--- src/rtl/dmux_8way.sv ---
// rtl/dmux_8way.sv - registered 1-to-8 demultiplexer; optional act[7:0] one-hot indicator under DMUX8WAY_ACT_EN
module dmux_8way #(
    parameter int WIDTH = 1
) (
    input  logic             clk,
    input  logic             rst_n,
    input  logic [WIDTH-1:0] in,
    input  logic [2:0]       sel,
    input  logic             en,
    output logic [WIDTH-1:0] a,
    output logic [WIDTH-1:0] b,
    output logic [WIDTH-1:0] c,
    output logic [WIDTH-1:0] d,
    output logic [WIDTH-1:0] e,
    output logic [WIDTH-1:0] f,
    output logic [WIDTH-1:0] g,
`ifdef DMUX8WAY_ACT_EN
    output logic [WIDTH-1:0] h,
    output logic [7:0]       act
`else
    output logic [WIDTH-1:0] h
`endif
);

    logic [7:0][WIDTH-1:0] chan;

    // Every channel reloads on a capture, so the previous destination clears on the same edge.
    always_ff @(posedge clk or negedge rst_n) begin
        if (!rst_n) begin
            chan <= '0;
        end else if (en) begin
            for (int i = 0; i < 8; i++) begin
                chan[i] <= (sel == 3'(i)) ? in : '0;
            end
        end
    end

    assign a = chan[0];
    assign b = chan[1];
    assign c = chan[2];
    assign d = chan[3];
    assign e = chan[4];
    assign f = chan[5];
    assign g = chan[6];
    assign h = chan[7];

`ifdef DMUX8WAY_ACT_EN
    logic [7:0] act_q;

    always_ff @(posedge clk or negedge rst_n) begin
        if (!rst_n) begin
            act_q <= '0;
        end else if (en) begin
            act_q <= 8'b1 << sel;
        end
    end

    assign act = act_q;
`endif

endmodule

--- config.mk ---
export PLATFORM = sky130hd
export DESIGN_NAME = dmux_8way
export DESIGN_NICKNAME = d
export VERILOG_FILES = /design/src/rtl/dmux_8way.sv
export SDC_FILE = /design/constraint.sdc
export NUM_CORES = 1
export LEC_CHECK = 0
export ABC_AREA = 1
export BUFFER_PORTS_ARGS = -buffer_cell sky130_fd_sc_hd__buf_2
export CAP_MARGIN = 20
export CORE_AREA = 2 2 39 41
export CTS_CLUSTER_SIZE = 30
export DETAILED_ROUTE_END_ITERATION = 10
export DIE_AREA = 0 0 41 43
export GPL_ROUTABILITY_DRIVEN = 0
export GPL_TIMING_DRIVEN = 0
export SETUP_SLACK_MARGIN = 0.2
export SLEW_MARGIN = 25
export SYNTH_ARGS = -nofsm -noshare
export SYNTH_HDL_FRONTEND = slang
export SYNTH_SLANG_ARGS = --single-unit
--- constraint.sdc ---
create_clock -name clk -period 0.8 [get_ports clk]
set_input_delay 0.16 -clock clk [delete_from_list [all_inputs] [get_ports clk]]
set_output_delay 0.16 -clock clk [all_outputs]
set_load 0.1 [all_outputs]
==> summary.txt <==
Setup path
  – Reg2reg start: h$_DFFE_PN0P_
  – Crit-path slowest cell: dfrtp_4
  – Worst EP required: approximately 0.64 ns
  – Critical path depth: 1
  – Crit end category: output port
  – CP Buf/Inv Count: 1
  – Crit-path cells: buf_12
  – R2R depth: 3
  – Crit path max fanout: 2
  – Worst reg2reg setup slack: -0.02 ns
  – CP peak stage delay: roughly 0.49 ns
  – Crit path max-delay family: flip-flops
  – Setup crit start: d$_DFFE_PN0P_
  – Critical path destination: d
  – CP arrival: around 0.9 ns
  – Critical Path Start Type: flop
  – Critical path class: flop to output port
  – Reg2reg end: h$_DFFE_PN0P_

Placement
  – Cell Count Post-Placement: 74
  – Port Buf Inserts: 14
  – DP HPWL: around 550 um

Logic synthesis
  – Distinct cells, synth: 6
  – Post-Synthesis Net Count: slightly above 50
  – Synth top cells by count: nand2_1, dfrtp_1, inv_1
  – Main synth FF type: dfrtp_1
  – Area leader, netlist: dfrtp_1
  – Most common cell in the synthesized netlist: nand2_1
  – Main combinational cell family by area after synthesis: simple AND/OR/NAND/NOR gates
  – Post-synth EDFFs: 0
  – Synth top area cells: dfrtp_1, nand2_1, inv_1, nor2_2, nor2_1
  – Synthesis Warnings: 0
  – Syn Inst Count: 44
  – Post-Synth Adder-Cell Area: 0
  – Post-Synth Simple-Gate Area: 0.361
  – XOR/XNOR Fraction of Synth Area: 0
  – Syn_area_per_cell: 7.79 um2
  – Complex-gate fraction of the synthesized area: 0
  – Synthesis-stage register bit count: 8
  – Sequential-to-total area share from yosys stat: 0.584
  – Synth top area share: 0.584
  – FFs w/ async S/R, synth: 1.00
  – Multiplexer area fraction after synthesis: 0
  – Mapped Area: roughly 340 um2

Power
  – Total Power: 993 uW
  – Leakage power: about 0.00033 uW
  – Power density cells: around 1500 mW/mm2
  – Worst vdd rail ir drop: 0.000567 V

Die
  – Row count: 14
  – # IOs: 15
  – Die height: between 40 and 50 um
  – Starting Density: 0.248
  – Core ar.: between 0.001 and 0.0015 mm2
  – Die width: 41 um
  – Full die area: roughly 0.0018 mm2

CTS
  – Root Buffer Master: clkbuf_4
  – CTS tree: built
  – Longest Clk Path Bufs: 2
  – CTS sink count: 8
  – Clock Latency Late Sink: 0.25 ns
  – Clk pin slew, worst setup/hold paths: roughly 0.050 ns
  – Cts bufs inserted: 3
  – # H-tree levels: 1

STA
  – Final worst slack: -0.275 ns
  – Worst-case clock skew: 0 ns
  – Tmin final: between 1 and 1.5 ns
  – Final TNS setup: -2.18 ns
  – Setup Viol. Count Final: 10
  – Slew Viols, Final: 0
  – Fmax: ~930 MHz
  – Final Hold Viols: 0
  – Slew @ Worst Pin: around 0.32 ns
  – Max-Slew Margin vs Limit: 0.789
  – Final period utilization: 1.34
  – RSZ-0062 raised after global routing: yes

Finish
  – Layout cells sized above 1: 0.563
  – Final-stage net count: 73
  – Syn-to-layout area delta: 89.4%
  – Antenna Cells: 0
  – Cell Count, Final, Fillers Out: 80

Outcome
  – Status: complete, but fails checks
  – Violated checks: setup timing

Drt
  – Average vias per placed instance: 4.21
  – First-pass DRT Iterations: 4
  – Final wirelength: about 770 um
  – DRC violation total after the first TritonRoute iteration: 3
  – Vias: between 300 and 400
  – Detail Route Antenna Nets: 0
  – DRC viols: 0
  – WL per Instance: ~9.6 um

GRT
  – Global-route wire length before repair: roughly 1.2 mm
  – Total track usage: 0.105
  – Largest net degree at the start of global routing: 9
  – Vias in the first global route: 285
  – Initial antenna violation count: 0
  – GRT overflow: 0

Hold path
  – Hold WC Path Type: input port to flop

Run
  – Max cap viols: 0
## how the worst min path moves through the flow
stage                         end  depth (start not counted)  slack [ns]    from
floorplan           a$_DFFE_PN0P_                          0       -0.14   rst_n
global placement    g$_DFFE_PN0P_                          1       0.008   rst_n
detailed placement  c$_DFFE_PN0P_                          1        0.01   rst_n
CTS                 b$_DFFE_PN0P_                          4        0.18  sel[2]
global route        d$_DFFE_PN0P_                          4        0.19  sel[2]
finish              d$_DFFE_PN0P_                          4        0.19  sel[2]
## per-stage QoR
step	cell area [um2]	hold slack [ns]	worst slack [ns]	util
floorplan	373	-0.136	-0.0530	-
global placement	463	0.00818	-0.164	0.335
detailed placement	463	0.0123	-0.167	0.335
CTS	616	0.181	-0.283	0.445
global route	649	0.188	-0.306	0.469
finish	649	0.189	-0.275	0.469
## placed cells by master, fill, tap and decap left out
| master | instances |
|---|---|
| nand2_1 | 19 |
| dfrtp_4 | 8 |
| buf_12 | 8 |
| nand2_2 | 7 |
| buf_2 | 6 |
| inv_1 | 5 |
| nor2_1 | 3 |
| clkbuf_4 | 3 |
| nor2_2 | 2 |
| dlygate4sd3_1 | 1 |
| buf_4 | 1 |
| buf_6 | 1 |
## state kept, by name, indices dropped and copies added (netlist names)
signal / count
a: 1
b: 1
c: 1
d: 1
e: 1
f: 1
g: 1
h: 1
## per-layer routing
layer / vias up / GRT usage / share of wire
li1: 168 / - / -
met1: 155 / 0.134 / 0.43
met2: 12 / 0.131 / 0.49
met3: 2 / 0.0314 / 0.057
met4: 0 / 0.100 / 0.018
met5: - / 0 / 0
## cell families (layout without fill, tap and decap cells)
logic type             Yosys count  in the layout
buffers and inverters            5             25
and+or+nand+nor                 31             31
DFF                              8              8
## area by class of cell
cell class                 instances  area, um2
fill                             135        734
sequential                         8        230
timing repair buffer              17        219
multi-input combinational         31        139
clock buffer                       3       22.5
tap                               16       20.0
inverter                           5       18.8
## repair_timing
action / in CTS / in global routing
endpoints found under the setup margin: 16 / 16
resized for setup: 32 / 7
buffers inserted: 0 / 2
endpoints found under the hold margin: 8 / 0
hold buffers: 1 / 0
## where the power goes
| part | internal (uW) | switching (uW) |
|---|---|---|
| clock | 171 | 128 |
| sequential | 429 | 16.7 |
| combinational | 87.5 | 161 |
| total | 687 | 306 |
No activity file was read; power rests on OpenSTA's default activity.
